[src/rtl/rpc2_pkg.sv]
// Shared types and constants for the RPC2 RX packer slice.
package rpc2_pkg;

  localparam logic [1:0] RESP_OKAY   = 2'b00;
  localparam logic [1:0] RESP_SLVERR = 2'b10;

  localparam logic [3:0] STRB_LO  = 4'b0011;
  localparam logic [3:0] STRB_HI  = 4'b1100;
  localparam logic [3:0] STRB_ALL = 4'b1111;

  typedef enum logic [1:0] {
    EMPTY,
    PEND,
    PEND_LAST
  } state_t;

  // One FIFO entry: 39 bits {last, resp, strb, data}.
  typedef struct packed {
    logic        last;
    logic [1:0]  resp;
    logic [3:0]  strb;
    logic [31:0] data;
  } word_t;

  function automatic word_t make_word(input logic        last,
                                      input logic [1:0]  resp,
                                      input logic [3:0]  strb,
                                      input logic [31:0] data);
    word_t w;
    w.last = last;
    w.resp = resp;
    w.strb = strb;
    w.data = data;
    return w;
  endfunction

endpackage

[src/rtl/rpc2_rx_packer_if.sv]
// RX half-word input and packed-word output handshakes of the packer.
interface rpc2_rx_packer_if;

  logic        rx_data_valid;
  logic [15:0] rx_data;
  logic        rx_data_addr;
  logic        rx_data_last;
  logic [1:0]  rx_error;
  logic        rx_stall;
  logic        rx_data_ready;

  logic        rd_valid;
  logic [31:0] rd_data;
  logic [3:0]  rd_strb;
  logic [1:0]  rd_resp;
  logic        rd_last;
  logic        rd_ready;

  // Packer side.
  modport slave (
    input  rx_data_valid, rx_data, rx_data_addr, rx_data_last, rx_error, rx_stall,
    output rx_data_ready,
    output rd_valid, rd_data, rd_strb, rd_resp, rd_last,
    input  rd_ready
  );

  // Environment side: drives halves, consumes words.
  modport master (
    output rx_data_valid, rx_data, rx_data_addr, rx_data_last, rx_error, rx_stall,
    input  rx_data_ready,
    input  rd_valid, rd_data, rd_strb, rd_resp, rd_last,
    output rd_ready
  );

endinterface

[src/rtl/rpc2_word_fifo.sv]
// Synchronous show-ahead FIFO of packed words; head is visible while not empty.
module rpc2_word_fifo
  import rpc2_pkg::*;
#(
  parameter int unsigned DEPTH = 4,
  parameter int unsigned PTR_W = 2
) (
  input  logic  clk,
  input  logic  reset_n,
  input  logic  push,
  input  word_t push_word,
  input  logic  pop,
  output word_t head,
  output logic  empty,
  output logic  full
);

  word_t            mem [DEPTH];
  logic [PTR_W-1:0] wr_ptr;
  logic [PTR_W-1:0] rd_ptr;
  logic [PTR_W:0]   count;
  logic             push_ok;
  logic             pop_ok;

  assign empty   = (count == '0);
  assign full    = (count == (PTR_W+1)'(DEPTH));
  assign push_ok = push & ~full;
  assign pop_ok  = pop & ~empty;
  assign head    = mem[rd_ptr];

  // Storage write; contents need no reset since empty gates the head.
  always_ff @(posedge clk) begin
    if (push_ok) begin
      mem[wr_ptr] <= push_word;
    end
  end

  // Pointer and occupancy tracking; pointers wrap naturally at DEPTH.
  always_ff @(posedge clk or negedge reset_n) begin
    if (!reset_n) begin
      wr_ptr <= '0;
      rd_ptr <= '0;
      count  <= '0;
    end else begin
      if (push_ok) wr_ptr <= wr_ptr + PTR_W'(1);
      if (pop_ok)  rd_ptr <= rd_ptr + PTR_W'(1);
      case ({push_ok, pop_ok})
        2'b10:   count <= count + (PTR_W+1)'(1);
        2'b01:   count <= count - (PTR_W+1)'(1);
        default: count <= count;
      endcase
    end
  end

endmodule

[src/rtl/rpc2_rx_packer.sv]
// Packs 16-bit RX halves into 32-bit words with strobes/resp/last and queues them.
// Optional macro RPC2_RX_STALL_RESP_EN: rx_stall on an accepted half forces SLVERR
// for that word and the rest of the burst.
module rpc2_rx_packer
  import rpc2_pkg::*;
#(
  parameter int unsigned FIFO_DEPTH = 4,
  parameter int unsigned PTR_W      = 2
) (
  input  logic            clk,
  input  logic            reset_n,
  rpc2_rx_packer_if.slave bus
);

  state_t      state;
  state_t      state_next;
  logic [15:0] pend_data;
  logic [15:0] pend_data_next;
  logic        pend_last;
  logic        pend_last_next;
  logic [1:0]  burst_resp;
  logic [1:0]  burst_resp_next;
  logic        burst_first;
  logic        burst_first_next;
  logic [1:0]  cur_resp;
  logic        run;
  logic        rx_ready;
  logic        accept;
  logic        push;
  word_t       push_word;
  word_t       head;
  word_t       rd_word;
  logic        fifo_empty;
  logic        fifo_full;
  logic        pop;

  assign rx_ready          = run & ~fifo_full & (state != PEND_LAST);
  assign accept            = bus.rx_data_valid & rx_ready;
  assign pop               = ~fifo_empty & bus.rd_ready;
  assign bus.rx_data_ready = rx_ready;

  assign rd_word      = fifo_empty ? '0 : head;
  assign bus.rd_valid = ~fifo_empty;
  assign bus.rd_data  = rd_word.data;
  assign bus.rd_strb  = rd_word.strb;
  assign bus.rd_resp  = rd_word.resp;
  assign bus.rd_last  = rd_word.last;

`ifndef RPC2_RX_STALL_RESP_EN
  logic unused_stall;
  assign unused_stall = bus.rx_stall;
`endif

  // Response for a word pushed by this half: fresh capture at burst start, else held.
  always_comb begin
    cur_resp = burst_first ? bus.rx_error : burst_resp;
`ifdef RPC2_RX_STALL_RESP_EN
    if (bus.rx_stall) begin
      cur_resp = cur_resp | RESP_SLVERR;
    end
`endif
  end

  // Next-state, push request and pending/burst bookkeeping.
  always_comb begin
    state_next       = state;
    pend_data_next   = pend_data;
    pend_last_next   = pend_last;
    burst_resp_next  = burst_resp;
    burst_first_next = burst_first;
    push             = 1'b0;
    push_word        = '0;

    if (accept) begin
      burst_resp_next  = cur_resp;
      burst_first_next = 1'b0;
    end

    case (state)
      EMPTY: begin
        if (accept) begin
          if (bus.rx_data_addr) begin
            push      = 1'b1;
            push_word = make_word(bus.rx_data_last, cur_resp, STRB_HI, {bus.rx_data, 16'h0000});
            if (bus.rx_data_last) burst_first_next = 1'b1;
          end else if (bus.rx_data_last) begin
            push             = 1'b1;
            push_word        = make_word(1'b1, cur_resp, STRB_LO, {16'h0000, bus.rx_data});
            burst_first_next = 1'b1;
          end else begin
            pend_data_next = bus.rx_data;
            pend_last_next = 1'b0;
            state_next     = PEND;
          end
        end
      end
      PEND: begin
        if (accept) begin
          if (bus.rx_data_addr) begin
            push       = 1'b1;
            push_word  = make_word(bus.rx_data_last, cur_resp, STRB_ALL, {bus.rx_data, pend_data});
            state_next = EMPTY;
            if (bus.rx_data_last) burst_first_next = 1'b1;
          end else begin
            // A second low half flushes the held one as a lone low word.
            push           = 1'b1;
            push_word      = make_word(1'b0, cur_resp, STRB_LO, {16'h0000, pend_data});
            pend_data_next = bus.rx_data;
            pend_last_next = bus.rx_data_last;
            state_next     = bus.rx_data_last ? PEND_LAST : PEND;
          end
        end
      end
      PEND_LAST: begin
        // Input is stalled here, so the only push source is the held final half.
        if (!fifo_full) begin
          push             = 1'b1;
          push_word        = make_word(pend_last, burst_resp, STRB_LO, {16'h0000, pend_data});
          pend_last_next   = 1'b0;
          burst_first_next = 1'b1;
          state_next       = EMPTY;
        end
      end
      default: begin
        state_next = EMPTY;
      end
    endcase
  end

  // State, pending half and burst response registers.
  always_ff @(posedge clk or negedge reset_n) begin
    if (!reset_n) begin
      state       <= EMPTY;
      pend_data   <= '0;
      pend_last   <= 1'b0;
      burst_resp  <= RESP_OKAY;
      burst_first <= 1'b1;
      run         <= 1'b0;
    end else begin
      state       <= state_next;
      pend_data   <= pend_data_next;
      pend_last   <= pend_last_next;
      burst_resp  <= burst_resp_next;
      burst_first <= burst_first_next;
      run         <= 1'b1;
    end
  end

  rpc2_word_fifo #(
    .DEPTH (FIFO_DEPTH),
    .PTR_W (PTR_W)
  ) u_fifo (
    .clk       (clk),
    .reset_n   (reset_n),
    .push      (push),
    .push_word (push_word),
    .pop       (pop),
    .head      (head),
    .empty     (fifo_empty),
    .full      (fifo_full)
  );

endmodule

[src/flat_wrapper.sv]
// flat-port wrapper written by rule: the top's interface ports become plain ports
module rpc2_rx_packer_flat import rpc2_pkg::*;
#(
  parameter int unsigned FIFO_DEPTH = 4,
  parameter int unsigned PTR_W      = 2
)
  (clk, reset_n, bus_rx_data_valid, bus_rx_data, bus_rx_data_addr, bus_rx_data_last, bus_rx_error, bus_rx_stall, bus_rx_data_ready, bus_rd_valid, bus_rd_data, bus_rd_strb, bus_rd_resp, bus_rd_last, bus_rd_ready);
  rpc2_rx_packer_if bus_i ();
  input  logic clk;
  input  logic reset_n;
  input wire logic [$bits(bus_i.rx_data_valid)-1:0] bus_rx_data_valid;
  input wire logic [$bits(bus_i.rx_data)-1:0] bus_rx_data;
  input wire logic [$bits(bus_i.rx_data_addr)-1:0] bus_rx_data_addr;
  input wire logic [$bits(bus_i.rx_data_last)-1:0] bus_rx_data_last;
  input wire logic [$bits(bus_i.rx_error)-1:0] bus_rx_error;
  input wire logic [$bits(bus_i.rx_stall)-1:0] bus_rx_stall;
  output wire logic [$bits(bus_i.rx_data_ready)-1:0] bus_rx_data_ready;
  output wire logic [$bits(bus_i.rd_valid)-1:0] bus_rd_valid;
  output wire logic [$bits(bus_i.rd_data)-1:0] bus_rd_data;
  output wire logic [$bits(bus_i.rd_strb)-1:0] bus_rd_strb;
  output wire logic [$bits(bus_i.rd_resp)-1:0] bus_rd_resp;
  output wire logic [$bits(bus_i.rd_last)-1:0] bus_rd_last;
  input wire logic [$bits(bus_i.rd_ready)-1:0] bus_rd_ready;
  assign bus_i.rx_data_valid = bus_rx_data_valid;
  assign bus_i.rx_data = bus_rx_data;
  assign bus_i.rx_data_addr = bus_rx_data_addr;
  assign bus_i.rx_data_last = bus_rx_data_last;
  assign bus_i.rx_error = bus_rx_error;
  assign bus_i.rx_stall = bus_rx_stall;
  assign bus_rx_data_ready = bus_i.rx_data_ready;
  assign bus_rd_valid = bus_i.rd_valid;
  assign bus_rd_data = bus_i.rd_data;
  assign bus_rd_strb = bus_i.rd_strb;
  assign bus_rd_resp = bus_i.rd_resp;
  assign bus_rd_last = bus_i.rd_last;
  assign bus_i.rd_ready = bus_rd_ready;
  rpc2_rx_packer #(.FIFO_DEPTH(FIFO_DEPTH), .PTR_W(PTR_W)) u_core (.clk(clk), .reset_n(reset_n), .bus(bus_i));
endmodule
[config.mk]
export PLATFORM = sky130hd
export DESIGN_NAME = rpc2_rx_packer_flat
export DESIGN_NICKNAME = d
export VERILOG_FILES = /design/src/rtl/rpc2_pkg.sv /design/src/rtl/rpc2_rx_packer_if.sv /design/src/rtl/rpc2_word_fifo.sv /design/src/rtl/rpc2_rx_packer.sv /design/src/flat_wrapper.sv
export SDC_FILE = /design/constraint.sdc
export NUM_CORES = 1
export LEC_CHECK = 0
export BUFFER_PORTS_ARGS = -buffer_cell sky130_fd_sc_hd__buf_2
export CAP_MARGIN = 20
export CORE_ASPECT_RATIO = 1.1
export CORE_UTILIZATION = 55
export CTS_BUF_LIST = sky130_fd_sc_hd__clkbuf_8
export CTS_CLUSTER_SIZE = 25
export DETAILED_ROUTE_END_ITERATION = 8
export PLACE_DENSITY = 0.86
export SETUP_SLACK_MARGIN = 0.02
export SYNTH_ARGS = -nofsm -noshare
export SYNTH_HDL_FRONTEND = slang
export SYNTH_SLANG_ARGS = --single-unit
[constraint.sdc]
create_clock -name clk -period 2.7 [get_ports clk]
set_input_delay 0.27 -clock clk [delete_from_list [all_inputs] [get_ports clk]]
set_output_delay 0.27 -clock clk [all_outputs]
set_load 0.1 [all_outputs]
; ---- After elaboration in Yosys (flattened, before gate mapping)
; Memory sizes are Yosys's and may differ from the RTL's.
; Index checks and enable logic that the tools add are counted.
[totals]
register_bits = 30
ramBits = 156
input_bits = 25
output_inout_bits = 41
elab_cells = 88
n_memories = 1
[classes]
addsub = 4
eq_ne = 12
n_mux = 46
bitwise_logic = 8
n_reduce_logical = 8
[mem_list]
columns = memory, depth, word_bits, rd, rd_clocked_by_memory_dff, write_ports, line
row1 = u_core.u_fifo.mem, 4, 39, 1, 0, 1, rpc2_word_fifo.sv:18  ; word_t mem [DEPTH];
[op_table]
columns = cell, count
row1 = 2-to-1 mux 39 bit, 7
row2 = one-hot mux 39 bit (3 select lines), 1
row3 = 2-to-1 mux 16 bit, 5
row4 = one-hot mux 16 bit (2 select lines), 1
row5 = 2-to-1 mux 1 bit, 19
row6 = 2-to-1 mux 2 bit, 8
row7 = "inequality test 2 bit, second input constant", 5
row8 = one-hot mux 1 bit (3 select lines), 3
row9 = AND reduction 7 bit, 1
row10 = AND 1 bit, 6
row11 = one-hot mux 2 bit (3 select lines), 1
row12 = one-hot mux 3 bit (2 select lines), 1
row13 = AND reduction 6 bit, 1
row14 = AND reduction 5 bit, 1
row15 = "adder 2 x 1 -> 2 bit, second input constant", 2
row16 = "== test 2 x 1 -> 1 bit, second input constant", 2
row17 = "== test 2 bit, second input constant", 2
row18 = "inequality test 2 x 1 -> 1 bit, second input constant", 2
row19 = nonzero test 2 bit, 2
row20 = "adder 3 x 1 -> 3 bit, second input constant", 1
row21 = "== test 3 bit, second input constant", 1
row22 = logical NOT 3 bit, 1
row23 = nonzero test 3 bit, 1
row24 = "subtractor 3 x 1 -> 3 bit, second input constant", 1
row25 = other kinds (2), 3

; ---- Logic depth before layout (Yosys ltp)
; Gate-level depths: netlist of run 1.
[logic_depth]
ltp_word = 10
mapped_depth = 10
ltp_nobuf = 9

; ---- Cells and area by module
; Synthesis of run 1 repeated with hierarchy kept, for this count alone.
[hier_totals]
cells_unflattened = 410
area_unflattened_um2 = 7790.0
[modules_own_cells]
columns = module, n_inst, cells_per_inst, area_per_inst_um2, seq_area_each_um2
row1 = rpc2_word_fifo, 1, 241, 6099.6, 4859.7
row2 = rpc2_rx_packer, 1, 169, 1690.4, 576.8

; ---- Least setup slack after synthesis of run 1
; No wires, ideal clock.
[synth_timing]
kind = flip-flop to output port
startpoint = register u_core.u_fifo.count[0]
endpoint = output port bus_rd_strb[1]
arrival_time_ps = 2831
t_required_ps = 2430
setup_slack_ps = -401
path_stages_with_launch = 5
n_path_buf = 2
path_cell_list = dfrtp_1 -> or3_1 -> clkbuf_1 -> and2_1 -> buf_4
[synth_between]
elab_chain_cells = 2
[synth_lines]
columns = element, line
row1 = "start, declared", rpc2_word_fifo.sv:21  ; logic [PTR_W:0] count;
row2 = "start signal, assigned", rpc2_word_fifo.sv:48  ; 2'b10: count <= count + (PTR_W+1)'(1);
row3 = "start signal, assigned", rpc2_word_fifo.sv:49  ; 2'b01: count <= count - (PTR_W+1)'(1);
row4 = "start signal, assigned", rpc2_word_fifo.sv:50  ; default: count <= count;
row5 = logical NOT 3 bit, rpc2_word_fifo.sv:25  ; assign empty = (count == '0);
row6 = 2-to-1 mux 39 bit, rpc2_rx_packer.sv:42  ; assign rd_word = fifo_empty ? '0 : head;
row7 = "end, declared", flat_wrapper.sv:20  ; output wire logic [$bits(bus_i.rd_strb)-1:0] bus_rd_strb;
; Every way passes these cells.

; ---- Worst setup path in the final report of run 1
[layout_timing]
startpoint = register u_core.state[0]
endpoint = register u_core.u_fifo.count[2]
[layout_between]
elab_chain_cells = 8
elab_cells_between_ends = 14
cone_classes = eq/ne: 5 / mux: 4 / bitwise: 3 / reduce/logical: 2
[layout_lines]
columns = element, line
row1 = "start, declared", rpc2_rx_packer.sv:15  ; state_t state;
row2 = "start signal, assigned", rpc2_rx_packer.sv:140  ; state <= state_next;
row3 = inequality test 2 bit, rpc2_rx_packer.sv:37  ; assign rx_ready = run & ~fifo_full & (state != PEND_LAST);
row4 = AND 1 bit, rpc2_rx_packer.sv:37
row5 = AND 1 bit, rpc2_rx_packer.sv:38  ; assign accept = bus.rx_data_valid & rx_ready;
row6 = 2-to-1 mux 1 bit (on tied branches), "rpc2_rx_packer.sv:98, rpc2_rx_packer.sv:81"
row7 = one-hot mux 1 bit (3 select lines) *, rpc2_rx_packer.sv:79  ; case (state)
row8 = AND 1 bit *, rpc2_word_fifo.sv:27  ; assign push_ok = push & ~full;
row9 = == test 2 x 1 -> 1 bit or == test 2 bit (tied branches), rpc2_word_fifo.sv:47  ; case ({push_ok, pop_ok})
row10 = one-hot mux 3 bit (2 select lines) or nonzero test 2 bit (tied branches), --
; Every way passes the cells marked *; elsewhere a longest branch is shown, timed or not.
; A chain may end at the register's enable or synchronous reset.

==> out/qor.log, run 1 <==
[run_status] outcome complete, no violations
[drt] count of nets left with antenna violations after detail routing 0
[drt] Avg WL per Cell 21.5 um
[yosys] proportion of synthesized area in mux cells 0.146
[timing] number of endpoints with negative hold slack in the final report 0
[global_route] global-route wire length before repair 21.5 mm
[yosys] per-instance average area after synthesis 18.4 um^2
[critical_path] cells along the critical path or3_1 > o221a_2 > inv_1 > ha_1 > inv_1 > fa_1 > xor2_1 > nor2_1 > xor2_1
[critical_path] buffering stage count on the worst path with inverters included 2
[die] height of the chip 124 um
[yosys] synthesis-stage register bit count 178
[clocking] clock latency on the worst-skew pair 0.45 ns
[critical_path] cell family with the largest share of critical-path delay adder cells
[yosys] simple-gate share of the synthesized area 0.0807
[critical_path] critical path class register to register
[critical_path] critical path's largest stage delay 0.45 ns
[final_layout] top library cells by usage in the layout, fill and taps aside edfxtp_1, and2_1, buf_12, mux4_2, dfrtp_1
[final_layout] leading cell type in the layout, fill and taps excluded edfxtp_1
[timing] setup TNS 0 ns
[clocking] total CTS buffers 17
[timing] Worst Max-Slew Pin Slew 0.775 ns
[yosys] top-area cell type share of the netlist area 0.601
[critical_path] required time at the endpoint of the critical path 3.07 ns
[die] Top Ports 66
[critical_path] logic depth of the worst path, buffers included 9
[yosys] ys async rst share 0.169
[yosys] top flip-flop cell by instance count after synthesis edfxtp_1
[critical_path] maximum fanout along the worst path 7
[critical_path] number of cells traversed by the worst register-to-register path 9
[yosys] adder-cell share of the synthesized area 0.0112
[clocking] number of sinks on the clock net 178
[final_layout] Syn-to-layout area delta 22.3%
[yosys] Syn Inst Count 401
[drt] DR DRC count 0
[yosys] sequential-to-total area share from yosys stat 0.702
[clocking] CTS tree yes
[placed_design] post-detailed-placement half-perimeter wirelength 8.41 mm
[die] placeable core area 13200 um^2
[timing] max-slew violation total from the final report 0
[drt] drt pass-1 iters 4
[timing] worst-case headroom to the max-slew limit 0.483
[global_route] number of global-route vias before repair 4044
[final_layout] number of nets in the final layout 508
[final_layout] utilization of the core after routing 0.687
[timing] Tcrit/Tclk final 0.940
[yosys] combinational family with the most area after synthesis multiplexers
[die] initial core utilization 0.562
[drt] final WL 14.0 mm
[drt] via count 3921
[clocking] clock root buffer clkbuf_8
[yosys] top post-synthesis cells by area edfxtp_1, mux4_2, dfrtp_1
[timing] smallest hold slack 0.0722 ns
[yosys] share of the synthesized netlist area taken by xor and xnor gates 0.00710
[critical_path] Data arrival, critical path 2.91 ns
[yosys] number of warnings printed during yosys synthesis 0
[timing] clock skew after layout 0.00771 ns
[drt] drt first-iter violations 261
[hold_path] worst min path class primary input to register
[clocking] clock transition at the registers of the reported paths 0.09 ns
[die] Die ar. 13900 um^2
[critical_path] nature of the critical path startpoint register
[die] row count 44
[yosys] number of synthesized flops with an enable pin 148
[global_route] total global routing track utilization 0.214
[die] die width 113 um
[yosys] Compound-Gate Fraction of Synth Area 0.0316
[global_route] GR Overflow Total 0
[yosys] Synth Net Count 432
[final_layout] ANT cells 0
[timing] total setup violations reported at the end of the flow 0
[final_layout] fillers 785
[clocking] maximum clock path buffer count 2
[yosys] cell area after synthesis 7400 um^2
[hold_path] Hold Path Cell Cnt 2
[job] maximum capacitance violations 0
[critical_path] kind of end point of the critical path register
[final_layout] share of final-layout standard cells stronger than drive strength 1 0.359
[clocking] number of H-tree levels 4
[final_layout] number of non-filler instances in the completed layout 651
[placed_design] count of input and output buffers 64
[yosys] Distinct cells, synth 47
[critical_path] cell with the largest stage delay on the worst path dfrtp_2
[placed_design] Placed Cells incl. Taps 616
[timing] fmax 394 MHz
[global_route] pin count of the biggest net entering global routing 40
[timing] unrepaired setup endpoints after global routing no
[global_route] initial antenna violation count 0
[yosys] cell type with the largest total area after synthesis edfxtp_1
[placed_design] routability-driven placement congestion ratio 0.843
[drt] Vias per Instance 6.02
[timing] final critical path time including I/O delays and setup 2.54 ns
==> cells in the mapped netlist (2+ instances only) <==
master	number
xor2_1	3
o21ai_0	4
edfxtp_1	148
buf_1	2
xnor2_1	3
buf_4	2
buf_6	3
clkbuf_1	7
a21oi_1	2
a22o_1	17
nand3_1	5
buf_2	8
dfrtp_1	29
nand2b_1	4
mux2_2	11
mux2_4	8
mux4_2	37
ha_1	5
nor2_1	3
and2_1	59
or3_1	2
nor2b_1	3
nand4_1	4
nand2_1	3
inv_1	7
==> metrics by stage <==
step / setup WS, ns / cell area [um^2]
2_1_floorplan: 0.0555 / 7400
3_3_place_gp: 0.289 / 8570
3_5_place_dp: 0.144 / 8570
4_1_cts: 0.108 / 9030
5_1_grt: 0.0373 / 9040
6_report: 0.161 / 9040
==> cell families (layout without fill, tap and decap cells) <==
group                    count (synthesis)  in the layout
AO/OA/AOI/OAI                           29             29
buffers and inverters                   30            119
adder cells (fa/ha/maj)                  6              6
flip-flops                             178            178
other                                    1              1
multiplexers                            56             56
AND/OR/NAND/NOR                         95             95
XOR/XNOR                                 6              6
==> flip-flops by register name, indices dropped and copies added (netlist names) <==
register	count
u_core.burst_first	1
u_core.burst_resp	2
u_core.pend_data	16
u_core.pend_last	1
u_core.run	1
u_core.state	2
u_core.u_fifo.count	3
u_core.u_fifo.mem	148
u_core.u_fifo.rd_ptr	2
u_core.u_fifo.wr_ptr	2
==> metal layers <==
layer  track usage  part of all wire  vias to the layer above
met5             0                 0                        -
met4        0.0908             0.021                        0
met3        0.0457             0.052                       26
met2         0.374              0.52                      133
met1         0.262              0.40                     2041
li1              -                 -                     1721
==> path summary, 6_finish.rpt <==
path                            slack, ns                      end                    from
worst max-delay path                 0.16   u_core.u_fifo.count[2]         u_core.state[0]
worst min-delay path                 0.07     u_core.burst_resp[1]         bus_rx_error[1]
worst max register to register       0.16   u_core.u_fifo.count[2]         u_core.state[0]
worst min register to register       0.51   u_core.u_fifo.count[2]  u_core.u_fifo.count[2]
max in group asynchronous            1.73          u_core.state[0]                 reset_n
min in group asynchronous            0.43  u_core.u_fifo.wr_ptr[1]                 reset_n
==> what timing repair did <==
item                                    in CTS  in global routing
endpoints found under the setup margin       0                  1
gates resized for setup                      0                  1
hold endpoints to repair                    29                  0
hold buffers                                 1                  0
buffers inserted                             0                  2
==> layout make-up <==
cell class,count,area [um^2],share of cell area
timing repair buffer,80,1100,0.122
clock buffer,17,234,0.0259
multi-input combinational,193,2070,0.228
tap,161,201,0.0223
inverter,7,26.3,0.00290
clock inverter,15,215,0.0238
sequential,178,5200,0.575
Power of run 1 is left out: the tool's default activity adds up to more than one toggle a clock period on the data nets, which glitch-free logic cannot reach.
==> inputs of run 2 (changes only) <==
Settings changed: PLACE_DENSITY 0.86 to 0.88.
Clock period 2.7 ns to 2.3 ns, I/O delays scaled along.
==> out/qor.log, run 2 (synthesis results as in run 1) <==
[critical_path] worst setup path endpoint bus_rd_strb[0]
[run_status] outcome finished, violations left
[clocking] clock root buffer clkbuf_8
[drt] via count 4075 [+3.9%]
[timing] total setup violations reported at the end of the flow 2 [+2]
[die] row count 44 [unchanged]
[critical_path] cell with the largest stage delay on the worst path mux4_2
[timing] Worst Max-Slew Pin Slew 0.845 ns [+0.0694 ns]
[final_layout] Syn-to-layout area delta 27.1%
[clocking] clock transition at the registers of the reported paths 0.09 ns [about the same]
[timing] worst-case headroom to the max-slew limit 0.434 [-0.0493]
[global_route] initial antenna violation count 0 [unchanged]
[drt] drt first-iter violations 312 [+20%]
[die] Top Ports 66 [unchanged]
[placed_design] count of input and output buffers 64 [unchanged]
[timing] fmax 432 MHz
[final_layout] ANT cells 0 [unchanged]
[critical_path] R2R setup slack 0.12 ns [-0.04 ns]
[drt] drt pass-1 iters 5 [+1]
[timing] smallest hold slack 0.0287 ns [-0.0435 ns]
[critical_path] number of cells traversed by the worst register-to-register path 9 [unchanged]
[die] Die ar. 13900 um^2 [unchanged]
[global_route] number of global-route vias before repair 4147 [+2.5%]
[critical_path] maximum fanout along the worst path 5 [-2]
[job] maximum capacitance violations 0 [unchanged]
[die] placeable core area 13200 um^2 [unchanged]
[global_route] global-route wire length before repair 23.0 mm [+7.1%]
[drt] final WL 15.5 mm [+11%]
[placed_design] Placed Cells incl. Taps 625 [+1.5%]
[critical_path] terminus of the critical flop-to-flop path u_core.u_fifo.count[2]
[clocking] number of H-tree levels 4 [unchanged]
[clocking] number of sinks on the clock net 178 [unchanged]
[final_layout] leading cell type in the layout, fill and taps excluded edfxtp_1
[critical_path] Data arrival, critical path 2.08 ns [-0.83 ns]
[hold_path] worst min path class primary input to register
[final_layout] fillers 739 [-5.9%]
[final_layout] number of non-filler instances in the completed layout 669 [+2.8%]
[placed_design] routability-driven placement congestion ratio 0.838 [-0.58%]
[critical_path] source of the critical timing path u_core.u_fifo.rd_ptr[0]
[timing] unrepaired setup endpoints after global routing yes
[critical_path] kind of end point of the critical path output port
[clocking] CTS tree yes
[timing] clock skew after layout 0.0167 ns [+0.00898 ns]
[clocking] maximum clock path buffer count 2 [unchanged]
[drt] DR DRC count 0 [unchanged]
[timing] number of endpoints with negative hold slack in the final report 0 [unchanged]
[final_layout] Regs by FF count u_core.u_fifo.mem x148, u_core.pend_data x16, u_core.u_fifo.count x3
[global_route] total global routing track utilization 0.229 [+0.0152]
[final_layout] number of nets in the final layout 526 [+3.5%]
[timing] final setup slack of the worst path -0.0148 ns [-0.176 ns]
[critical_path] required time at the endpoint of the critical path 2.07 ns [-1.00 ns]
[drt] Avg WL per Cell 23.2 um [+7.8%]
[critical_path] critical path's largest stage delay 0.50 ns [+0.05 ns]
[critical_path] r2r startpoint u_core.state[0]
[final_layout] flip-flop count of the largest register after layout 148 [unchanged]
[die] die width 113 um [unchanged]
[drt] Vias per Instance 6.09 [+1.1%]
[die] height of the chip 124 um [unchanged]
[critical_path] nature of the critical path startpoint register
[timing] final critical path time including I/O delays and setup 2.31 ns
[global_route] pin count of the biggest net entering global routing 40 [unchanged]
[clocking] total CTS buffers 17 [unchanged]
[final_layout] footprint of the flip-flops and latches 5200 um^2 [unchanged]
[clocking] clock latency on the worst-skew pair 0.46 ns [about the same]
[final_layout] most flop-heavy register u_core.u_fifo.mem
[critical_path] cells along the critical path buf_12 > clkbuf_16 > mux4_2 > and2_4 > buf_12
[die] initial core utilization 0.562 [unchanged]
[drt] count of nets left with antenna violations after detail routing 0 [unchanged]
[run_status] failing checks negative setup slack
[final_layout] top library cells by usage in the layout, fill and taps aside edfxtp_1, buf_12, mux4_2, and2_4, dfrtp_1
[global_route] GR Overflow Total 0 [unchanged]
[final_layout] share of final-layout standard cells stronger than drive strength 1 0.455 [+0.0955]
[placed_design] post-detailed-placement half-perimeter wirelength 9.62 mm [+14%]
[critical_path] cell with the most instances on the worst path buf_12
[final_layout] area taken by multi-input logic gates 2160 um^2 [+4.8%]
[timing] max-slew violation total from the final report 0 [unchanged]
[timing] Tcrit/Tclk final 1.01
[critical_path] critical path class register to output port
run 2: timing repair:
item / 4_1_cts / 5_1_grt
endpoints found under the hold margin: 29 / 0
hold buffers: 1 / 0
setup buffers: 0 / 4
setup endpoints to repair: 22 / 39
gates cloned: 0 / 5
pin swaps: 0 / 1
resized for setup: 12 / 23
run 2: worst min path at each step:
stage | startpoint | endpoint | slack (ns) | cells after the start
floorplan | reset_n | u_core.burst_resp[0] | -0.07 | 0
global placement | reset_n | u_core.u_fifo.count[0] | 0.33 | 1
detailed placement | reset_n | u_core.u_fifo.count[1] | 0.34 | 1
CTS | bus_rx_error[1] | u_core.burst_resp[1] | 0.004 | 2
global route | bus_rx_error[1] | u_core.burst_resp[1] | 0.008 | 2
finish | bus_rx_error[1] | u_core.burst_resp[1] | 0.03 | 2
run 2: per-stage QoR:
stage               worst slack, ns   util  setup TNS (ns)  instance area (um^2)
floorplan                    0.0146      -               0                  7440
global placement             0.0705  0.663               0                  8720
detailed placement           0.0572  0.663               0                  8730
CTS                         -0.0185  0.698         -0.0185                  9180
global route                -0.0699  0.715          -0.827                  9400
finish                      -0.0148  0.715         -0.0293                  9400
run 2: layout make-up:
type / count / area share
Sequential cell: 178 / 0.553
Timing Repair Buffer: 98 / 0.148
Tap cell: 161 / 0.0214
Clock buffer: 17 / 0.0249
Inverter: 7 / 0.00279
Multi-Input combinational cell: 193 / 0.230
Clock inverter: 15 / 0.0194
run 2: routing by layer:
| metal | wire length (um) | global-route usage |
|---|---|---|
| met5 | 0 | 0 |
| met4 | 298 | 0.0975 |
| met3 | 906 | 0.0569 |
| met2 | 8360 | 0.390 |
| met1 | 5970 | 0.284 |
run 2: critical path, delay by kind of cell (launching register included):
kind | cells | cell delay [ns]
DFF | 1 | 0.45
muxes | 1 | 0.50
buffers and inverters | 3 | 0.46
and+or+nand+nor | 1 | 0.20
Power of run 2 is left out for the same reason.
